## config.mk

```make
export PLATFORM = sky130hd
export DESIGN_NAME = noc_injector
export DESIGN_NICKNAME = d
export VERILOG_FILES = /design/src/rtl/noc_injector.sv
export SDC_FILE = /design/constraint.sdc
export NUM_CORES = 1
export LEC_CHECK = 0
export BUFFER_PORTS_ARGS = -buffer_cell sky130_fd_sc_hd__buf_2
export CORE_AREA = 5 5 169 171
export DETAILED_ROUTE_END_ITERATION = 10
export DIE_AREA = 0 0 174 176
export PLACE_DENSITY = 0.7
export SLEW_MARGIN = 25
export SYNTH_ARGS = -nofsm -noshare
export SYNTH_HDL_FRONTEND = slang
export SYNTH_SLANG_ARGS = --single-unit
```

## constraint.sdc

```tcl
create_clock -name clk -period 4.7 [get_ports clk]
set_clock_uncertainty 0.2 [all_clocks]
set_input_delay 0.235 -clock clk [delete_from_list [all_inputs] [get_ports clk]]
set_output_delay 0.235 -clock clk [all_outputs]
set_load 0.005 [all_outputs]
```

## src/rtl/noc_injector.sv

```systemverilog
// Packet injector for a mesh NoC: takes a routed request plus its payload words,
// buffers them, then streams HEAD, BODY... and TAIL flits into the router's local port.
module noc_injector #(
    parameter int WIDTH    = 32,
    parameter int X_SIZE   = 4,
    parameter int Y_SIZE   = 4,
    parameter int MAX_LEN  = 8,
    parameter int X_BITS   = $clog2(X_SIZE),
    parameter int Y_BITS   = $clog2(Y_SIZE),
    parameter int LEN_BITS = $clog2(MAX_LEN + 1)
) (
    input  logic                clk,
    input  logic                rst,
    input  logic [X_BITS-1:0]   my_x,
    input  logic [Y_BITS-1:0]   my_y,
    input  logic                req_valid,
    output logic                req_ready,
    input  logic [X_BITS-1:0]   req_dest_x,
    input  logic [Y_BITS-1:0]   req_dest_y,
    input  logic [LEN_BITS-1:0] req_len,
    input  logic                wr_valid,
    input  logic [WIDTH-1:0]    wr_data,
    output logic                wr_ready,
    output logic                flit_valid,
    input  logic                flit_ready,
    output logic [WIDTH-1:0]    flit_data,
    output logic [1:0]          flit_type,
    output logic                err,
    output logic [15:0]         pkt_count
);

    typedef enum logic [1:0] {
        IDLE,
        LOAD,
        HEAD,
        BODY
    } state_t;

    localparam logic [1:0] TYPE_BODY = 2'b00;
    localparam logic [1:0] TYPE_HEAD = 2'b01;
    localparam logic [1:0] TYPE_TAIL = 2'b10;
    localparam int IDX_BITS = (MAX_LEN > 1) ? $clog2(MAX_LEN) : 1;

    state_t              state, state_next;
    logic [X_BITS-1:0]   dest_x, dest_x_next;
    logic [Y_BITS-1:0]   dest_y, dest_y_next;
    logic [LEN_BITS-1:0] len, len_next;
    logic [LEN_BITS-1:0] idx, idx_next;
    logic [LEN_BITS-1:0] k, k_next;
    logic [LEN_BITS-1:0] k_inc;
    logic [LEN_BITS-1:0] len_last;
    logic                flit_valid_next;
    logic [WIDTH-1:0]    flit_data_next;
    logic [1:0]          flit_type_next;
    logic                err_next;
    logic [15:0]         pkt_count_next;
    logic                req_legal;
    logic [WIDTH-1:0]    head_word;
    logic [WIDTH-1:0]    buffer [MAX_LEN];

    assign req_ready = (state == IDLE);
    assign wr_ready  = (state == LOAD);

    assign req_legal = (req_len != '0) && (int'(req_len) <= MAX_LEN) &&
                       (int'(req_dest_x) < X_SIZE) && (int'(req_dest_y) < Y_SIZE);

    assign len_last  = len - LEN_BITS'(1);
    assign k_inc     = k + LEN_BITS'(1);
    // Header fields packed LSB-first, upper bits zero-filled by the cast.
    assign head_word = WIDTH'({len, my_y, my_x, dest_y, dest_x});

    always_comb begin
        state_next      = state;
        dest_x_next     = dest_x;
        dest_y_next     = dest_y;
        len_next        = len;
        idx_next        = idx;
        k_next          = k;
        flit_valid_next = flit_valid;
        flit_data_next  = flit_data;
        flit_type_next  = flit_type;
        err_next        = 1'b0;
        pkt_count_next  = pkt_count;
        case (state)
            IDLE: begin
                if (req_valid) begin
                    if (req_legal) begin
                        dest_x_next = req_dest_x;
                        dest_y_next = req_dest_y;
                        len_next    = req_len;
                        idx_next    = '0;
                        state_next  = LOAD;
                    end else begin
                        err_next = 1'b1;
                    end
                end
            end
            LOAD: begin
                if (wr_valid) begin
                    idx_next = idx + LEN_BITS'(1);
                    if (idx == len_last) begin
                        state_next      = HEAD;
                        flit_valid_next = 1'b1;
                        flit_data_next  = head_word;
                        flit_type_next  = TYPE_HEAD;
                    end
                end
            end
            HEAD: begin
                if (flit_ready) begin
                    state_next     = BODY;
                    k_next         = '0;
                    flit_data_next = buffer[0];
                    flit_type_next = (len_last == '0) ? TYPE_TAIL : TYPE_BODY;
                end
            end
            BODY: begin
                // flit_valid is always high here, so flit_ready alone completes a handshake.
                if (flit_ready) begin
                    if (k == len_last) begin
                        state_next      = IDLE;
                        flit_valid_next = 1'b0;
                        flit_data_next  = '0;
                        flit_type_next  = TYPE_BODY;
                        pkt_count_next  = pkt_count + 16'd1;
                    end else begin
                        k_next         = k_inc;
                        flit_data_next = buffer[k_inc[IDX_BITS-1:0]];
                        flit_type_next = (k_inc == len_last) ? TYPE_TAIL : TYPE_BODY;
                    end
                end
            end
            default: state_next = IDLE;
        endcase
    end

    always_ff @(posedge clk or posedge rst) begin
        if (rst) begin
            state      <= IDLE;
            dest_x     <= '0;
            dest_y     <= '0;
            len        <= '0;
            idx        <= '0;
            k          <= '0;
            flit_valid <= 1'b0;
            flit_data  <= '0;
            flit_type  <= TYPE_BODY;
            err        <= 1'b0;
            pkt_count  <= 16'd0;
        end else begin
            state      <= state_next;
            dest_x     <= dest_x_next;
            dest_y     <= dest_y_next;
            len        <= len_next;
            idx        <= idx_next;
            k          <= k_next;
            flit_valid <= flit_valid_next;
            flit_data  <= flit_data_next;
            flit_type  <= flit_type_next;
            err        <= err_next;
            pkt_count  <= pkt_count_next;
        end
    end

    // Payload storage needs no reset; slots are always written before they are read.
    always_ff @(posedge clk) begin
        if (state == LOAD && wr_valid) begin
            buffer[idx[IDX_BITS-1:0]] <= wr_data;
        end
    end

endmodule
```

Yosys cells after proc, flatten, opt, wreduce, memory -nomap -nowiden
Memory sizes are Yosys's and may differ from the RTL's.
Cells that the tools add are included.
W data, S select, Z words.
Cells by class
  multiply operators: 0
  divide/modulo/power cells: 0
  reduce and logical (&&, ||, !) cells: 16
  bitwise gates (word level): 0
  shift-type cells: 0
  add/subtract/negate cells: 4
  equal/unequal tests: 14
  mux-type cells: 40
  $lt $le $gt $ge: 1
Operator list (count)
  $mux W32: 5
  $pmux W32 S3: 1
  $mux W2: 14
  $mux W4: 6
  $add A16 B1 Y16 const B: 1
  $pmux W4 S2: 2
  $eq A4 B4 Y1: 3
  $ne A2 B2 Y1 const B: 6
  $reduce_and A5 Y1: 2
  $mux W1: 9
  $add A4 B1 Y4 const B: 2
  $pmux W2 S4: 1
  $reduce_and A4 Y1: 2
  $reduce_and A7 Y1: 1
  $pmux W2 S3: 1
  $reduce_and A3 Y1: 2
  $reduce_bool A2 Y1: 3
  $eq A2 B2 Y1 const B: 2
  $le A4 B4 Y1 const B: 1
  $logic_not A4 Y1: 1
  $ne A2 B1 Y1 const B: 2
  $reduce_bool A4 Y1: 1
  $sub A4 B1 Y4 const B: 1
  $reduce_bool A3 Y1: 1
  other kinds (4): 5
Storage, ports and cells
  memories kept: 1
  register bits: 70
  latch bits: 0
  bits in read-only memories: 0
  logic and storage cells: 87
  output and inout bits: 54
  input port bits: 49
  memory bits (writable): 256
Memory list
  buffer: depth 8, width 32, read ports 2, clocked after memory_dff 0, write ports 1, line 59  | logic [WIDTH-1:0] buffer [MAX_LEN];

Longest topological paths before layout
Gate-level depths: netlist of the first run.
  word-level depth: 6
  depth in mapped cells: 9
  gate-level depth less buffers: 7

Worst setup path after synthesis of the first run
Ideal clock, no wire load.
  path type: register to register
  from: register state[1]
  to: memory buffer[0][0] (enable)
  stages on the path, launching flop included: 6
  data required time: 4.039 ns
  library setup time: 0.461 ns
  path buffers: 0
  period minus slack after synthesis: 4.082 ns
  slack: 0.618 ns
  arrival: 3.421 ns
  path through: dfrtp_1 > inv_1 > ha_1 > nand2_1 > or2_2 > nor3_1
On the way
  longest elaborated chain between the ends: 4
Ends and longest elaborated chain
  start: declaration: line 44  | state_t state, state_next;
  start signal: assignment: line 151  | state <= state_next;
  $eq A2 B1 Y1
  via wr_ready: line 23  | output logic wr_ready,
  $logic_and A1 B1 Y1: line 167  | if (state == LOAD && wr_valid) begin
  $mux W1: line 167
  $mux W1 (not written as such): line 168  | buffer[idx[IDX_BITS-1:0]] <= wr_data;
  end: declaration: line 59
The timed path passes the listed nets, and every way through them passes these cells.

Worst setup path in the final report of the first run
  from: register len[0]
  to: register flit_data[0]
On the way
  longest elaborated chain between the ends: 5
  elaborated cells on any way between the ends: 8
  classes of those cells: 1 x add/sub; 3 x eq/ne; 3 x mux; 1 x reduce/logical
Ends and longest elaborated chain
  start: declaration: line 47  | logic [LEN_BITS-1:0] len, len_next;
  start signal: assignment: line 154  | len <= len_next;
  $sub A4 B1 Y4 (*): line 67  | assign len_last = len - LEN_BITS'(1);
  $eq A4 B4 Y1: line 120  | if (k == len_last) begin
  $mux W32: line 120
  $mux W32: line 119  | if (flit_ready) begin
  $pmux W32 S3: line 84  | case (state)
  end signal: assignment: line 158  | flit_data <= flit_data_next;
  end: declaration: line 26  | output logic [WIDTH-1:0] flit_data,
Mark *: on every way between the ends. The rest lies on a longest branch, timed or not. The select of a mux whose other input is x is not followed.
A chain may end at the register's enable or synchronous reset.

==> results list, run 1 <==
- The flow ran to the end, and the final reports show no timing, DRC or antenna violations.
* Quantity of I/O buffers inserted on ports: 102
* Total number of placement rows: 60
- Total power density per cell area: 595 mW/mm²
- Startpoint type of the worst setup path: flip-flop
* Maximum level of the CTS H-tree: 2
- Tightest Hold Check Type: input pin to flip-flop
- The placed instances occupy a cell area of 0.0142 mm².
* Footprint of the multi-input gates: 0.00369 mm²
- The tightest hold path in the finished design has a slack of 0.0831 ns.
- Clock network latency to the later pin of the worst-skew pair: 0.51 ns
* Buffers inserted during post-CTS setup optimization: 0
- Count of maximum capacitance violations: 0
- Part of the total power dissipated in the clock network: 28.4%
- Number of clock buffers inserted by TritonCTS: 35
- Post-synthesis sequential area ratio: 71.3%
- Cell internal power was estimated by the tool at 0.00650 W.
* Post-synthesis async set-or-reset flop share: 21.5%
- Routed Wire Length: 28.3 mm
- TritonCTS built the clock tree.
- Core Footprint: 0.0267 mm²
- Count of hold buffers inserted by post-cts repair: 48
* Worst Path Required: 4.88 ns
- Area of the die: 0.0306 mm²
- Worst Tran Pin Value: 0.906 ns
- Highest ir drop seen on vdd: 0.379 mV
* Total global routing track utilization: 18.7%
- From bottom edge to top edge, the die measures 176 µm.
- CTS Buffer Depth: 3
* Number of antenna-violating nets in the routed design: 0
- Worst Path Max Fanout: 33
* Post-synth top flop: sky130_fd_sc_hd__edfxtp_1
* HPWL reported at the end of detailed placement: 16.8 mm
- The floorplan step set the die width to 174 µm.
- In the layout the commonest cells are 256 x sky130_fd_sc_hd__edfxtp_1, 102 x sky130_fd_sc_hd__buf_2, 69 x sky130_fd_sc_hd__dfrtp_1.
- The initial antenna violation count is 0.
- Summing all flip-flop and latch instances after layout gives 0.00944 mm².
- Final net count: 961
- Ratio of cells with drive above 1 in the final layout: 29.1%
* Max stage delay on crit path: 0.64 ns
- Entering global routing, the biggest net connects 42 pins.
- Synth-to-Final Area Change: 20.1%
* Clock Sink Count: 326
* Data arrival time of the worst path: 3.40 ns
* Static Leak: 5.75 nW
- Critical path endpoint category: flip-flop
* Number of register bits inferred by synthesis: 326
* Buffer type at the clock tree root: sky130_fd_sc_hd__clkbuf_16
- Tcrit/Tclk final: 68.5%
- Final instance area: 0.0159 mm²
- In this run the count of I/O pins placed on the die edge is 103.
- Counting distinct cell types in the post-synthesis netlist gives 50.
- The setup path with the least slack is of type flip-flop to flip-flop.
* Fraction of synthesized cell area taken by the top area cell type: 58.1%
- Synthesis handed over a netlist of 734 instances.
* Warnings from Yosys: 0
* Total vias in the final route: 7234
- The cell family contributing the most delay on the critical path is simple AND/OR/NAND/NOR gates.
- Headroom to the max-slew limit came out at 39.4%.
- Worst-path cell chain: inv_1, ha_1, xnor2_2, xnor2_1, o41ai_4, nand2_2, mux2_1
- After synthesis the cells add up to 0.0132 mm².
* RSZ-0062 raised after global routing: false
- Initial core utilization: 49.5%
- Clock edge transition at the registers on the reported setup and hold paths: 0.06 ns
- The congestion estimate from routability-driven global placement came to 0.791.
- Summed over all nets, the switching power comes to 0.00295 W.
- Commonest non-fill, non-tap cell in the layout: sky130_fd_sc_hd__edfxtp_1
* Fraction of power spent switching nets: 31.2%
- DRT Pass-1 Iters: 4
- Post-CTS sizing: 0
- Mean Syn Cell Area: 18.0 µm²
- The slowest stage of the critical path belongs to the cell sky130_fd_sc_hd__nand2_2.
- The first routing iteration left 709 violations.
- Wirelength per Cell: 22.3 µm
- The number of buffers and inverters on the critical path is 1.
- Comb power frac: 32.1%
* Hold Violations, Final: 0
- Number of setup violations in the final report: 0
- The layout has 2015 filler cells.
- Leading area contributor after synthesis: sky130_fd_sc_hd__edfxtp_1
* First-pass GRT wire length: 44.6 mm
* Final count of pins violating max slew: 0
* Highest clock frequency the design can meet: 0.311 GHz
* Count of flip-flops with a built-in enable after synthesis: 256
- After global routing the overflow that remains totals 0.
* Area contributors post-synth: sky130_fd_sc_hd__edfxtp_1 58%, sky130_fd_sc_hd__dfrtp_1 13%, sky130_fd_sc_hd__mux4_2 11%, sky130_fd_sc_hd__mux2i_1 2.5%, sky130_fd_sc_hd__o21ai_0 1.5%
- Cells fill 59.4% of the core in the end.
* Tmin final: 3.22 ns
- Synth Net Count: 792
* Via count of the first global-routing pass: 7565
- Per report_power, the sequential group accounts for 39.4% of the total.
- Vias per cell: 5.69
- # DRC: 0
* Setup total negative slack: 0 ns
- 0 antenna diodes ended up in the layout.
[flip-flops by register name (all words and copies together) (netlist names)]
| name | cells |
|---|---|
| k | 4 |
| flit_type | 2 |
| err | 1 |
| dest_y | 2 |
| dest_x | 2 |
| flit_data | 32 |
| idx | 4 |
| buffer | 256 |
| pkt_count | 16 |
| flit_valid | 1 |
| state | 2 |
| len | 4 |
[per-stage QoR]
| stage | setup WS (ns) | cells | power (W) |
|---|---|---|---|
| 4_1_cts | 1.48 | 1270 | 0.00955 |
| 3_3_place_gp | 1.47 | 1158 | 0.00677 |
| 6_report | 1.48 | 1271 | 0.00946 |
| 5_1_grt | 1.32 | 1271 | 0.00997 |
| 3_5_place_dp | 1.49 | 1158 | 0.00682 |
| 2_1_floorplan | 0.618 | 734 | 0.00589 |
[synthesized netlist by cell type (2+ instances only)]
master                      instances
sky130_fd_sc_hd__xnor2_1           17
sky130_fd_sc_hd__a2bb2oi_1          3
sky130_fd_sc_hd__a31oi_1            2
sky130_fd_sc_hd__mux2_2            11
sky130_fd_sc_hd__nand2b_1           3
sky130_fd_sc_hd__dfrtp_1           70
sky130_fd_sc_hd__edfxtp_1         256
sky130_fd_sc_hd__nor2_1            21
sky130_fd_sc_hd__mux4_2            64
sky130_fd_sc_hd__buf_1              3
sky130_fd_sc_hd__a22o_1            21
sky130_fd_sc_hd__mux2i_1           33
sky130_fd_sc_hd__nand2_1           38
sky130_fd_sc_hd__nor3b_1            6
sky130_fd_sc_hd__buf_2             12
sky130_fd_sc_hd__mux2_1             9
sky130_fd_sc_hd__clkbuf_1          18
sky130_fd_sc_hd__a21oi_1           10
sky130_fd_sc_hd__and4_1             2
sky130_fd_sc_hd__xor2_1            13
sky130_fd_sc_hd__a22oi_1            5
sky130_fd_sc_hd__nand3_1           13
sky130_fd_sc_hd__nor3_2             2
sky130_fd_sc_hd__ha_1               9
sky130_fd_sc_hd__nor4_1             4
sky130_fd_sc_hd__nand4_1            5
sky130_fd_sc_hd__nor3_1            10
sky130_fd_sc_hd__o21ai_0           40
sky130_fd_sc_hd__buf_4              2
sky130_fd_sc_hd__inv_1             11
sky130_fd_sc_hd__or2_2              2
[final cells by class]
type                    count  area share (%)
well taps                 341            2.69
clock buffers              50            6.32
flip-flops and latches    326            59.4
inverters                  11           0.268
repair buffers            168            7.19
clock inverters            14           0.898
multi-input cells         361            23.2
[power groups by stage]
stage | combinational, W | clock, W | sequential (W)
final | 0.00304 | 0.00269 | 0.00373
after global routing | 0.00333 | 0.00287 | 0.00377
after CTS | 0.00308 | 0.00274 | 0.00374
after detailed placement | 0.00303 | 0 | 0.00379
after global placement | 0.00298 | 0 | 0.00378
after floorplan | 0.00221 | 0 | 0.00368
[worst reg2reg max path: cells and delay by family, from the launching register on]
| family | cells | cell delay (ns) |
|---|---|---|
| AND/OR/NAND/NOR | 1 | 0.64 |
| multiplexers | 1 | 0.55 |
| AO/OA/AOI/OAI | 1 | 0.52 |
| flip-flops | 1 | 0.46 |
| XOR/XNOR | 2 | 0.39 |
| adder cells (fa/ha/maj) | 1 | 0.26 |
| buffers and inverters | 1 | 0.11 |
[worst paths after layout]
kind                                      startpoint                   endpoint  slack (ns)  cells after the start
hold / removal                              wr_valid         idx[3]$_DFFE_PP0P_        0.08                      5
min in group asynchronous                        rst   flit_data[6]$_DFFE_PP0P_        0.19                      3
setup / recovery                  len[0]$_DFFE_PP0P_   flit_data[0]$_DFFE_PP0P_        1.48                      7
setup reg to reg                  len[0]$_DFFE_PP0P_   flit_data[0]$_DFFE_PP0P_        1.48                      7
hold reg to reg            pkt_count[15]$_DFFE_PP0P_  pkt_count[15]$_DFFE_PP0P_        0.27                      1
max in group asynchronous                        rst           k[0]$_DFFE_PP0P_        3.12                      4
[routing by layer]
layer	global-route usage, %	part of all wire, %	routed length (µm)	vias to the layer above
met5	0	0	0	-
met4	3.96	1.5	418	0
met3	3.70	6.1	1730	39
met2	30.7	50	14200	216
met1	26.7	42	12000	3730
li1	-	-	-	3249
[cells by family (layout without fill, tap and decap cells)]
group	count (synthesis)	after routing	share of synthesized area, %
flops	326	326	71.3
fa+ha+maj	9	9	0.851
mux	117	117	15.1
simple gates	113	113	4.25
xor+xnor	33	33	2.46
compound gates	89	89	4.46
buf+inv	47	243	1.56
Note: power is estimated with default switching activity, not from simulation.
==> run 2, diff against run 1 <==
==> constraint.sdc (replaced) <==
create_clock -name clk -period 3.1 [get_ports clk]
set_clock_uncertainty 0.2 [all_clocks]
set_input_delay 0.155 -clock clk [delete_from_list [all_inputs] [get_ports clk]]
set_output_delay 0.155 -clock clk [all_outputs]
set_load 0.005 [all_outputs]
==> run 2 against run 1 <==
Register-to-register slack worse by 1.1 ns. Sequential power up 51%. Cell count up 0.71%. Critical path type unchanged. Critical endpoint is now flit_data[8]$_DFFE_PP0P_. Largest power group unchanged.
==> results list, run 2 (synthesis results as in run 1) <==
- The number of buffers added on ports is 102 (unchanged).
- The area of the die is 0.0306 mm² (unchanged).
- Total vias in the final route: 7280 (+0.64%)
* Buffers inserted during post-CTS setup optimization: 0 (unchanged)
* Critical path endpoint category: flip-flop
- Startpoint-to-endpoint class of the critical path: flip-flop to flip-flop
- Antenna Cells: 0 (unchanged)
- Aggregate global routing overflow: 0 (unchanged)
- The wire length after detailed routing came to 28.4 mm (+0.23%).
- Final non-filler cell total: 1280 (+0.71%)
- Commonest non-fill, non-tap cell in the layout: sky130_fd_sc_hd__edfxtp_1
- Worst Path Required: 3.28 ns (-1.60 ns)
- The number of inserted filler cells in the final layout came to 1971 (-2.2%).
- TritonCTS built the clock tree.
- First DRT Iteration DRCs: 481 (-32%)
- The flow ran to the end, and the final reports show no timing, DRC or antenna violations.
- Synth-to-Final Area Change: 21.5%
- Number of setup violations in the final report: 0 (unchanged)
- Static Leak: 5.81 nW (+1.1%)
- Vias per cell: 5.69 (about the same)
- Tightest slew margin relative to the limit: 51.7% (+12 points)
* Tmin final: 2.73 ns (-0.492 ns)
* # DRC: 0 (unchanged)
* Count of maximum capacitance violations: 0 (unchanged)
- The number of CTS-inserted buffers came to 34 (-2.9%).
* Overall die height: 176 µm (unchanged)
* Final count of pins violating max slew: 0 (unchanged)
- Ratio of cells with drive above 1 in the final layout: 29.0% (-0.17 points)
- The weighted congestion at the end of routability-driven global placement came to 0.801 (+1.2%).
- Tcrit/Tclk final: 87.9% (+19 points)
- Chip width: 174 µm (unchanged)
- The maximum resistive drop on vdd was 0.652 mV (+72%).
* Initial core utilization: 49.5% (unchanged)
* Total power density per cell area: 898 mW/mm² (+51%)
* Number of flip-flops in the largest register: 256 (unchanged)
- Clock edge transition at the registers on the reported setup and hold paths: 0.06 ns (about the same)
* Number of placed cells counting well taps: 1166 (+0.69%)
- Cell area after placement: 0.0145 mm² (+1.4%)
- Startpoint type of the worst setup path: flip-flop
- Wirelength per Cell: 22.2 µm (-0.48%)
- The first-pass GRT wire length is 45.1 mm (+1.2%).
* RSZ-0062 raised after global routing: false
- The final antenna-violating net count came to 0 (unchanged).
- The via count of the first global-routing pass was 7732 (+2.2%).
- The global-route usage over all layers was 19.0% (+0.21 points).
* Worst Path Max Fanout: 33 (unchanged)
- DRT Pass-1 Iters: 5 (+1)
- The placed wire-length estimate came to 16.2 mm (-3.7%).
* Post-CTS sizing: 0 (unchanged)
- Final net count: 971 (+1.0%)
* CTS Buffer Depth: 3 (unchanged)
- The final instance area was 0.0161 mm² (+1.2%).
- The cell sitting at the root of the clock tree is a sky130_fd_sc_hd__clkbuf_16.
- Total number of placement rows: 60 (unchanged)
- Highest-count cells in the layout ignoring fill and taps: 256 x sky130_fd_sc_hd__edfxtp_1, 102 x sky130_fd_sc_hd__buf_2, 69 x sky130_fd_sc_hd__dfrtp_1
- The data arrival time at the worst-slack endpoint came to 2.91 ns (-0.49 ns).
- Clock Sink Count: 326 (unchanged)
* Hold Violations, Final: 0 (unchanged)
* Core Footprint: 0.0267 mm² (unchanged)
- In this run the worst hold path is classified as input pin to asynchronous set/reset pin.
- The maximum clock rate was 0.367 GHz (+18%).
- The initial antenna violation count was 1 (+1).
* Maximum level of the CTS H-tree: 2 (unchanged)
- The pin count of the biggest net entering global routing came to 56 (+33%).
- The transition time at the pin with the least slew margin came to 0.717 ns (-0.189 ns).
- I/O pin count: 103 (unchanged)
* Clock network latency to the later pin of the worst-skew pair: 0.51 ns (about the same)
==> run 2: worst paths after layout <==
kind,cells past startpoint,slack (ns),end,start
max,8,0.37,flit_data[8]$_DFFE_PP0P_,len[0]$_DFFE_PP0P_
min,3,0.13,flit_data[11]$_DFFE_PP0P_,rst
max reg2reg,8,0.37,flit_data[8]$_DFFE_PP0P_,len[0]$_DFFE_PP0P_
min reg2reg,1,0.27,pkt_count[15]$_DFFE_PP0P_,pkt_count[15]$_DFFE_PP0P_
max in group asynchronous,4,1.84,flit_data[0]$_DFFE_PP0P_,rst
min in group clk,3,0.22,dest_x[1]$_DFFE_PP0P_,req_dest_x[1]
==> run 2: report_power, final <==
part / internal (W) / switching, W
clock network: 0.00239 / 0.00161
registers: 0.00524 / 0.000393
logic: 0.00232 / 0.00248
total: 0.00996 / 0.00448
==> run 2: final cells by class <==
type | count | area (µm²) | share of cell area (%)
well taps | 341 | 427 | 2.65
clock buffers | 47 | 941 | 5.85
repair buffers | 179 | 1370 | 8.51
clock inverters | 15 | 166 | 1.03
multi-input cells | 361 | 3690 | 23.0
flip-flops and latches | 326 | 9440 | 58.7
inverters | 11 | 43.8 | 0.272
==> run 2: layer usage <==
| metal | up-vias | routed length [µm] | track usage, % |
|---|---|---|---|
| li1 | 3272 | - | - |
| met1 | 3737 | 11900 | 25.7 |
| met2 | 222 | 14400 | 32.3 |
| met3 | 47 | 1570 | 3.73 |
| met4 | 2 | 483 | 4.16 |
| met5 | - | 11 | 0 |
==> run 2: metrics by stage <==
stage | setup slack [ns] | TNS [ns] | utilization, % | hold WS, ns | total power, W
final | 0.374 | 0 | 60.2 | 0.132 | 0.0144
after global routing | 0.182 | 0 | 60.2 | 0.202 | 0.0152
after CTS | 0.338 | 0 | 60.2 | 0.198 | 0.0146
after detailed placement | 0.352 | 0 | 54.1 | 0.196 | 0.0105
after global placement | 0.459 | 0 | 54.1 | 0.188 | 0.0104
after floorplan | -0.121 | -11.13 | - | 0.0539 | 0.00893
==> run 2: timing repair <==
action                     4_1_cts  5_1_grt
hold endpoints to repair       333        0
hold buffers                    52        0
setup endpoints to repair        0        0
==> run 2: worst max-delay path: stages, from the launching register on <==
cell                      delay, ns
sky130_fd_sc_hd__dfrtp_1       0.44
sky130_fd_sc_hd__inv_1         0.10
sky130_fd_sc_hd__ha_1          0.26
sky130_fd_sc_hd__xnor2_2       0.23
sky130_fd_sc_hd__xnor2_1       0.14
sky130_fd_sc_hd__o41ai_4       0.49
sky130_fd_sc_hd__nand2_2       0.06
sky130_fd_sc_hd__buf_4         0.29
sky130_fd_sc_hd__mux2_1        0.37
